File: config.mk
export PLATFORM = sky130hd
export DESIGN_NAME = reg_group3_flat
export DESIGN_NICKNAME = d
export VERILOG_FILES = /design/src/rtl/reg_group3_pkg.sv /design/src/rtl/reg_group3_if.sv /design/src/rtl/reg_group3_reg_cell.sv /design/src/rtl/reg_group3.sv /design/src/flat_wrapper.sv
export SDC_FILE = /design/constraint.sdc
export NUM_CORES = 1
export LEC_CHECK = 0
export BUFFER_PORTS_ARGS = -buffer_cell sky130_fd_sc_hd__buf_4
export CAP_MARGIN = 20
export CORE_MARGIN = 4
export CORE_UTILIZATION = 45
export DETAILED_ROUTE_END_ITERATION = 16
export GPL_ROUTABILITY_DRIVEN = 0
export PLACE_DENSITY = 0.66
export SLEW_MARGIN = 20
export SYNTH_ARGS = -nofsm -noshare
export SYNTH_HDL_FRONTEND = slang
export SYNTH_SLANG_ARGS = --single-unit
export TNS_END_PERCENT = 1
File: constraint.sdc
create_clock -name clk -period 5.8 [get_ports clk]
set_input_delay 0.58 -clock clk [delete_from_list [all_inputs] [get_ports clk]]
set_output_delay 0.58 -clock clk [all_outputs]
set_load 0.02 [all_outputs]
File: src/rtl/reg_group3_pkg.sv
`default_nettype none
// ============================================================================
// Module      : reg_group_pkg
// Description : Shared encodings for the three-entry register group:
//               data width default, write operation codes, register addresses.
// Revision    : 1.0 - initial release
// ============================================================================
package reg_group_pkg;

    localparam int W_DEFAULT = 8;

    // Write operation selected by the control unit
    localparam logic [1:0] OP_LOAD = 2'b00;
    localparam logic [1:0] OP_INC  = 2'b01;
    localparam logic [1:0] OP_DEC  = 2'b10;
    localparam logic [1:0] OP_CLR  = 2'b11;

    // Register address; RA_NONE is an illegal target and raises err
    localparam logic [1:0] RA_R0   = 2'b00;
    localparam logic [1:0] RA_R1   = 2'b01;
    localparam logic [1:0] RA_R2   = 2'b10;
    localparam logic [1:0] RA_NONE = 2'b11;

endpackage
`default_nettype wire

File: src/rtl/reg_group3_if.sv
`default_nettype none
// ============================================================================
// Module      : reg_group3_if
// Description : Control-unit command bus and register/flag outputs of the
//               three-entry register group. master = control unit side,
//               slave = register group side.
// Revision    : 1.0 - initial release
// ============================================================================
interface reg_group3_if #(
    parameter int W = 8
);
    logic         we;
    logic [1:0]   wa;
    logic [1:0]   op;
    logic [W-1:0] d_in;
    logic [W-1:0] r0_q;
    logic [W-1:0] r1_q;
    logic [W-1:0] r2_q;
    logic         z_flag;
    logic         c_flag;
    logic         err;

    modport master (
        output we, wa, op, d_in,
        input  r0_q, r1_q, r2_q, z_flag, c_flag, err
    );

    modport slave (
        input  we, wa, op, d_in,
        output r0_q, r1_q, r2_q, z_flag, c_flag, err
    );
endinterface
`default_nettype wire

File: src/rtl/reg_group3_reg_cell.sv
`default_nettype none
// ============================================================================
// Module      : reg_cell
// Description : One W-bit register with load enable and synchronous
//               active-high reset to RST_VAL.
// Revision    : 1.0 - initial release
// ============================================================================
module reg_cell #(
    parameter int           W       = 8,
    parameter logic [W-1:0] RST_VAL = '0
) (
    input  wire logic         clk,
    input  wire logic         rst,
    input  wire logic         en,
    input  wire logic [W-1:0] nxt,
    output logic      [W-1:0] q
);
    logic [W-1:0] q_q;
    logic [W-1:0] q_d;

    // Capture the new value only when this cell is addressed
    always_comb begin
        q_d = q_q;
        if (en) begin
            q_d = nxt;
        end
    end

    // Storage; reset wins over any enabled write
    always_ff @(posedge clk) begin
        if (rst) begin
            q_q <= RST_VAL;
        end else begin
            q_q <= q_d;
        end
    end

    assign q = q_q;
endmodule
`default_nettype wire

File: src/rtl/reg_group3.sv
`default_nettype none
// ============================================================================
// Module      : reg_group3
// Description : Three 8-bit registers feeding the a/b/c inputs of the data-
//               path selector. Each write performs LOAD/INC/DEC/CLR on the
//               addressed register and updates zero/carry flags; a write to
//               address 3 produces a one-cycle err pulse instead.
//               Optional macro REG_GROUP_BYPASS_EN forwards d_in to the
//               addressed output combinationally during a LOAD.
// Revision    : 1.0 - initial release
// ============================================================================
module reg_group3
    import reg_group_pkg::*;
#(
    parameter int           W       = W_DEFAULT,
    parameter logic [W-1:0] RST_VAL = '0
) (
    input  wire logic   clk,
    input  wire logic   rst,
    reg_group3_if.slave bus
);
    logic [W-1:0] cell_q [3];
    logic [2:0]   cell_en;
    logic [W-1:0] cur_val;
    logic [W:0]   alu_ext;
    logic [W-1:0] alu_res;
    logic         alu_c;
    logic         wr_valid;
    logic         wr_bad;

    logic z_flag_q, z_flag_d;
    logic c_flag_q, c_flag_d;
    logic err_q,    err_d;

    // Address decode: pick the operand and the single cell to enable
    always_comb begin
        wr_valid = bus.we && (bus.wa != RA_NONE);
        wr_bad   = bus.we && (bus.wa == RA_NONE);
        cell_en  = 3'b000;
        cur_val  = cell_q[0];
        case (bus.wa)
            RA_R0:   begin cur_val = cell_q[0]; cell_en = {2'b00, wr_valid}; end
            RA_R1:   begin cur_val = cell_q[1]; cell_en = {1'b0, wr_valid, 1'b0}; end
            RA_R2:   begin cur_val = cell_q[2]; cell_en = {wr_valid, 2'b00}; end
            default: begin cur_val = cell_q[0]; cell_en = 3'b000; end
        endcase
    end

    // Next-value ALU; one extra bit holds carry (INC) or borrow (DEC)
    always_comb begin
        alu_ext = '0;
        case (bus.op)
            OP_LOAD: alu_ext = {1'b0, bus.d_in};
            OP_INC:  alu_ext = {1'b0, cur_val} + {{W{1'b0}}, 1'b1};
            OP_DEC:  alu_ext = {1'b0, cur_val} - {{W{1'b0}}, 1'b1};
            default: alu_ext = '0;
        endcase
        alu_res = alu_ext[W-1:0];
        alu_c   = alu_ext[W] && ((bus.op == OP_INC) || (bus.op == OP_DEC));
    end

    // Flag next state: updated only by a valid write, err only by a bad one
    always_comb begin
        z_flag_d = z_flag_q;
        c_flag_d = c_flag_q;
        err_d    = wr_bad;
        if (wr_valid) begin
            z_flag_d = (alu_res == '0);
            c_flag_d = alu_c;
        end
    end

    // Flag registers
    always_ff @(posedge clk) begin
        if (rst) begin
            z_flag_q <= 1'b0;
            c_flag_q <= 1'b0;
            err_q    <= 1'b0;
        end else begin
            z_flag_q <= z_flag_d;
            c_flag_q <= c_flag_d;
            err_q    <= err_d;
        end
    end

    for (genvar i = 0; i < 3; i++) begin : g_cell
        reg_cell #(
            .W       (W),
            .RST_VAL (RST_VAL)
        ) u_cell (
            .clk (clk),
            .rst (rst),
            .en  (cell_en[i]),
            .nxt (alu_res),
            .q   (cell_q[i])
        );
    end

`ifdef REG_GROUP_BYPASS_EN
    // LOAD data is forwarded to the addressed output before the edge
    logic bypass;
    assign bypass   = bus.we && (bus.op == OP_LOAD);
    assign bus.r0_q = (bypass && bus.wa == RA_R0) ? bus.d_in : cell_q[0];
    assign bus.r1_q = (bypass && bus.wa == RA_R1) ? bus.d_in : cell_q[1];
    assign bus.r2_q = (bypass && bus.wa == RA_R2) ? bus.d_in : cell_q[2];
`else
    assign bus.r0_q = cell_q[0];
    assign bus.r1_q = cell_q[1];
    assign bus.r2_q = cell_q[2];
`endif

    assign bus.z_flag = z_flag_q;
    assign bus.c_flag = c_flag_q;
    assign bus.err    = err_q;
endmodule
`default_nettype wire
File: src/flat_wrapper.sv
// flat-port wrapper written by rule: the top's interface ports become plain ports
module reg_group3_flat import reg_group_pkg::*;
#(
    parameter int           W       = W_DEFAULT,
    parameter logic [W-1:0] RST_VAL = '0
)
  (clk, rst, bus_we, bus_wa, bus_op, bus_d_in, bus_r0_q, bus_r1_q, bus_r2_q, bus_z_flag, bus_c_flag, bus_err);
  reg_group3_if #(.W(W)) bus_i ();
  input  wire logic clk;
  input  wire logic rst;
  input wire logic [$bits(bus_i.we)-1:0] bus_we;
  input wire logic [$bits(bus_i.wa)-1:0] bus_wa;
  input wire logic [$bits(bus_i.op)-1:0] bus_op;
  input wire logic [$bits(bus_i.d_in)-1:0] bus_d_in;
  output wire logic [$bits(bus_i.r0_q)-1:0] bus_r0_q;
  output wire logic [$bits(bus_i.r1_q)-1:0] bus_r1_q;
  output wire logic [$bits(bus_i.r2_q)-1:0] bus_r2_q;
  output wire logic [$bits(bus_i.z_flag)-1:0] bus_z_flag;
  output wire logic [$bits(bus_i.c_flag)-1:0] bus_c_flag;
  output wire logic [$bits(bus_i.err)-1:0] bus_err;
  assign bus_i.we = bus_we;
  assign bus_i.wa = bus_wa;
  assign bus_i.op = bus_op;
  assign bus_i.d_in = bus_d_in;
  assign bus_r0_q = bus_i.r0_q;
  assign bus_r1_q = bus_i.r1_q;
  assign bus_r2_q = bus_i.r2_q;
  assign bus_z_flag = bus_i.z_flag;
  assign bus_c_flag = bus_i.c_flag;
  assign bus_err = bus_i.err;
  reg_group3 #(.W(W), .RST_VAL(RST_VAL)) u_core (.clk(clk), .rst(rst), .bus(bus_i));
endmodule
# Yosys cells after proc, flatten, opt, wreduce, memory -nomap -nowiden
# Cells that the tools add are included.
[op_classes] add_sub_neg=2 n_mux=3 n_eq_ne=6 reduce_logical=7
[op_table] cell="$pmux W9 S3" count=1
[op_table] cell="$pmux W8 S2" count=1
[op_table] cell="$add A8 B1 Y9 const B" count=1
[op_table] cell="$pmux W3 S3" count=1
[op_table] cell="$sub A8 B1 Y9 const B" count=1
[op_table] cell="$logic_not A8 Y1" count=1
[op_table] cell="$eq A2 B2 Y1 const B" count=3
[op_table] cell="$eq A2 B1 Y1 const B" count=2
[op_table] cell="$logic_not A2 Y1" count=2
[op_table] cell="$logic_and A1 B1 Y1" count=3
[op_table] cell="$ne A2 B2 Y1 const B" count=1
[op_table] cell="$logic_or A1 B1 Y1" count=1
[totals] out_inout_bits=27 register_bits=27 wordCells=24

# Longest topological paths before layout
[depth] word_depth=5 ltp_mapped=13 depth_no_buf=12

# By module
# Synthesis repeated with hierarchy kept, for this count alone.
[hier_totals] hier_cells=205 hier_area_um2=1793.0
[by_module_without_submodules] module="reg_group3" n_inst=1 cells_each=127 area_per_inst_um2=937.1
[by_module_without_submodules] module="reg_cell" n_inst=3 cells_each=26 area_per_inst_um2=285.3

# Least setup slack after synthesis
# OpenSTA, ideal clock, no wires.
[synth_timing] path_kind="input to register" startpoint="input bus_wa[0]" endpoint="register u_core.z_flag_q, in the netlist u_core.bus.z_flag" path_slack_ns=2.760 setup_ns=0.116 t_arrival_ns=2.925 stages=13 required_time_ns=5.684 cell_sequence="inv_1 > ha_1 > buf_2 > clkbuf_1 > nor2_1 > a21oi_1 > ha_1 > a211oi_1 > nor2_1 > or3_1 > o311a_2 > and3_1 > a31o_1"
[synth_via] elab_chain_len=5 elab_cells_between_ends=9 classes_between="2 x add/sub; 3 x eq/ne; 2 x mux; 2 x reduce/logical"
[synth_rtl] item="start, declared" line_no="flat_wrapper.sv:12" source="input wire logic [$bits(bus_i.wa)-1:0] bus_wa;"
[synth_rtl] item="$eq A2 B2 Y1 / $eq A2 B1 Y1 (equally long branches)" line_no="reg_group3.sv:41" source="case (bus.wa)"
[synth_rtl] item="$pmux W8 S2" line_no="reg_group3.sv:41"
[synth_rtl] item="$sub A8 B1 Y9 / $add A8 B1 Y9 (equally long branches)" line_no="reg_group3.sv:55, reg_group3.sv:54"
[synth_rtl] item="$pmux W9 S3" line_no="reg_group3.sv:52" source="case (bus.op)"
[synth_rtl] item="$logic_not A8 Y1" line_no="reg_group3.sv:68" source="z_flag_d = (alu_res == '0);"
[synth_rtl] item="end signal, assigned" line_no="reg_group3.sv:80" source="z_flag_q <= z_flag_d;"
[synth_rtl] item="end, declared" line_no="reg_group3.sv:31" source="logic z_flag_q, z_flag_d;"
# Parallel ways exist; a longest one is shown, timed or not.
# A chain may end at the register's enable or synchronous reset.

# Final worst setup path
# Ends and elaborated chain as after synthesis.

==> impl_metrics.csv <==
group,metric,value,unit
outcome,status,"finished clean",
floorplan,die_w,69.18,um
yosys,synthesis.area,1684,sq um
sta,setup_viol,0,
power,sw_frac_of_total,33.67,%
critical_path,crit_arrival,3.39,ns
sta,max_slew.worst_pin.slew,0.5816,ns
sta,relSlewSlack,61.15,%
sta,post-route-period-util,54.62,%
sta,rsz0062_at_grt,"no",
route,ant_nets,0,
critical_path,cp_max_fo,18,
clocking,root_buffer,"clkbuf_8",
yosys,synth_top_area_cell,"dfxtp_1",
yosys,yosys_register_bits,27,
power,seqPwrFrac,44.8,%
flow_run,maxCapViolCount,0,
power,fin_total_pwr,449.4,uW
critical_path,r2r.worst_path.cells,10,
yosys,avgSynthCellArea,8.255,sq um
power,p_comb_share,30.8,%
route,vias,1619,
route,initialDrtViolationCount,74,
sta,fin_crit,3.168,ns
clocking,clkSinkCount,27,
final_layout,design_area,2034,sq um
clocking,cts_hold_buf,0,
worst_hold_path,hold_class,"reg -> reg",
sta,drv_slew,0,
floorplan,die_y,69.18,um
critical_path,r2r_end,"u_core.bus.z_flag",
critical_path,critPathLaunchType,"input port",
floorplan,ioPinCount,42,
sta,finClkSkew,0.005926,ns
critical_path,worstSetupPathType,"in -> reg",
final_layout,fill_cells,333,
final_layout,utilization,58.66,%
critical_path,end_kind,"flop",
final_layout,layout-drive-gt1-share,21.70,%
yosys,ys_warn_count,0,
clocking,ctsResizeCount,0,
sta,fin_setup_tns,0,ns
worst_hold_path,hold_start,"u_core.bus.c_flag",
power,p_leak,0.8476,nW
sta,fmax,315.6,MHz
clocking,htreeDepth,1,
floorplan,core_region_area,3468,sq um
final_layout,multiInputGateArea,1050,sq um
yosys,synth_ff_type,"dfxtp_1",
placement,place_area,1986,sq um
yosys,synth_fp_nets,234,
clocking,clk-insertion-delay-late,0.27,ns
clocking,cts_tree,"done",
global_route,grtUsageMet1,23.64,%
yosys,yosys.cell_types.count,44,
final_layout,regArea,540.5,sq um
floorplan,row_count,21,
placement,hpwlAfterDp,3399,um
global_route,grt_max_degree,29,
final_layout,fin_nets,266,
power,p_per_area,220.9,nW/um^2
worst_hold_path,holdPathStages,1,
clocking,cts_max_path_buffers,2,
power,clkPwrFrac,24.5,%
power,intPower,298.1,uW
floorplan,dieArea,4785,sq um
route,first_pass_iters,4,
clocking,clk_pin_slew,0.09,ns
yosys,synth_edf_count,0,
global_route,grt_pass1_vias,1619,
global_route,gr-max-usage-layer,"met2",
power,p_sw,151.3,uW
route,routedWlPerCell,15.50,um
critical_path,ff2ff_setup_slack,3.25,ns
global_route,use_met2,31.89,%
yosys,synth_top_cell_area_share,32.10,%
placement,io_buffers,41,
yosys,synth_area_leaders,"dfxtp_1 32%, a211oi_1 12%, ha_1 10%",
global_route,grt_use_total,18.48,%
global_route,grt_pass1_wl,7527,um
yosys,synth.most_common_cell,"nor2_1",
yosys,seq_area_frac_synth,32.10,%
yosys,synthCells,204,
floorplan,initial_core_util,48.56,%
critical_path,r2r-start,"u_core.g_cell[1].u_cell.q[1]",
clocking,numCtsBuffers,3,
sta,finalHoldViolations,0,
global_route,grt_overflow,0,
critical_path,cp_data_required_time,6.02,ns
power,ir_drop,105.6,uV
global_route,grt_use_met3,3.478,%
global_route,antenna_found_initial,0,
yosys,async_reset_ff_share,0,%
route,wl,4355,um
route,drc,0,
final_layout,syn_to_final_growth,20.80,%
worst_hold_path,hold_end,"u_core.bus.c_flag",
clocking,post_cts_buffers,0,
route,vias_per_cell,5.762,
yosys,yosys-top-cells-count,"37 x nor2_1, 27 x dfxtp_1, 26 x a211oi_1",
final_layout,antenna_cells,0,
==> how the worst max path moves through the flow <==
stage	start	endpoint	slack, ns	cells past startpoint
finish	bus_wa[0]	u_core.bus.z_flag	2.63	13
global route	bus_wa[0]	u_core.bus.z_flag	2.45	13
CTS	bus_wa[0]	u_core.bus.z_flag	2.68	13
detailed placement	bus_wa[0]	u_core.bus.z_flag	2.40	13
global placement	bus_wa[0]	u_core.bus.z_flag	2.41	13
floorplan	bus_wa[0]	u_core.bus.z_flag	2.76	13
==> cells by family (layout without fill, tap and decap cells) <==
logic type	count (synthesis)	count (layout)	share of synthesized area (%)
and+or+nand+nor	70	70	20.21
AOI/OAI and AO/OA	69	69	30.01
DFF	27	27	32.10
buffers and inverters	22	53	5.572
adders and majority gates	15	15	11.59
xor gates and xnor gates	1	1	0.5202
==> area by class of cell <==
type | count | share of cell area, %
repair buffers | 41 | 15.13
flip-flops and latches | 27 | 26.57
inverters | 8 | 1.476
clock buffers | 3 | 2.030
clock inverters | 1 | 0.3690
multi-input cells | 155 | 51.60
well taps | 46 | 2.829
==> flip-flops by register name, summed over array words and instances, names as in the netlist <==
signal and cells:
u_core.bus.c_flag 1, u_core.bus.z_flag 1, u_core.bus.err 1, u_core.g_cell.u_cell.q 24
==> cell usage in the layout, fill, tap and decap left out, drive strengths merged <==
master,n
nor2b,3
or3,1
a21oi,15
a22oi,10
a31oi,1
nor3b,2
nand4,1
o31a,1
dfxtp,27
nor3,3
and2,3
and3,3
clkinvlp,1
inv,8
nand3,3
o21ai,3
o311a,1
a2bb2oi,1
o31ai,1
o211ai,3
nor4,1
a32oi,1
xor2,1
nand2b,3
nor4b,1
a31o,1
o21a,2
nand4b,1
a21bo,1
and4,1
fa,1
or2b,1
nand2,6
a211oi,26
a311o,1
o2111ai,1
nor2,37
buf,41
ha,14
clkbuf,3
==> layer usage <==
layer  wire length (um)  vias to the layer above
met5                  0                        -
met4                 50                        0
met3                248                        6
met2               2103                       50
met1               1953                      751
li1                   -                      812
==> power by group through the flow <==
stage / logic (mW) / registers, mW / clock network (mW)
4_1_cts: 0.138 / 0.201 / 0.112
2_1_floorplan: 0.0861 / 0.215 / 0
5_1_grt: 0.154 / 0.203 / 0.118
3_5_place_dp: 0.138 / 0.205 / 0
3_3_place_gp: 0.136 / 0.205 / 0
6_report: 0.138 / 0.201 / 0.110
==> metrics by stage <==
stage	setup slack, ns	instances	hold slack [ns]
detailed placement	2.405	277	0.5031
global placement	2.406	277	0.4842
finish	2.632	281	0.5154
CTS	2.679	281	0.5201
floorplan	2.760	204	0.5818
global route	2.450	281	0.5441
==> critical path, stage by stage <==
cell      delay [ns]
buf_4           0.09
inv_1           0.05
ha_1            0.60
nor2_1          0.08
a21oi_1         0.21
inv_1           0.09
fa_1            0.41
nand2b_1        0.19
a21oi_1         0.19
a211oi_1        0.07
a21oi_1         0.40
and4_1          0.28
a31o_1          0.14
Power figures use the tool's default switching activity.
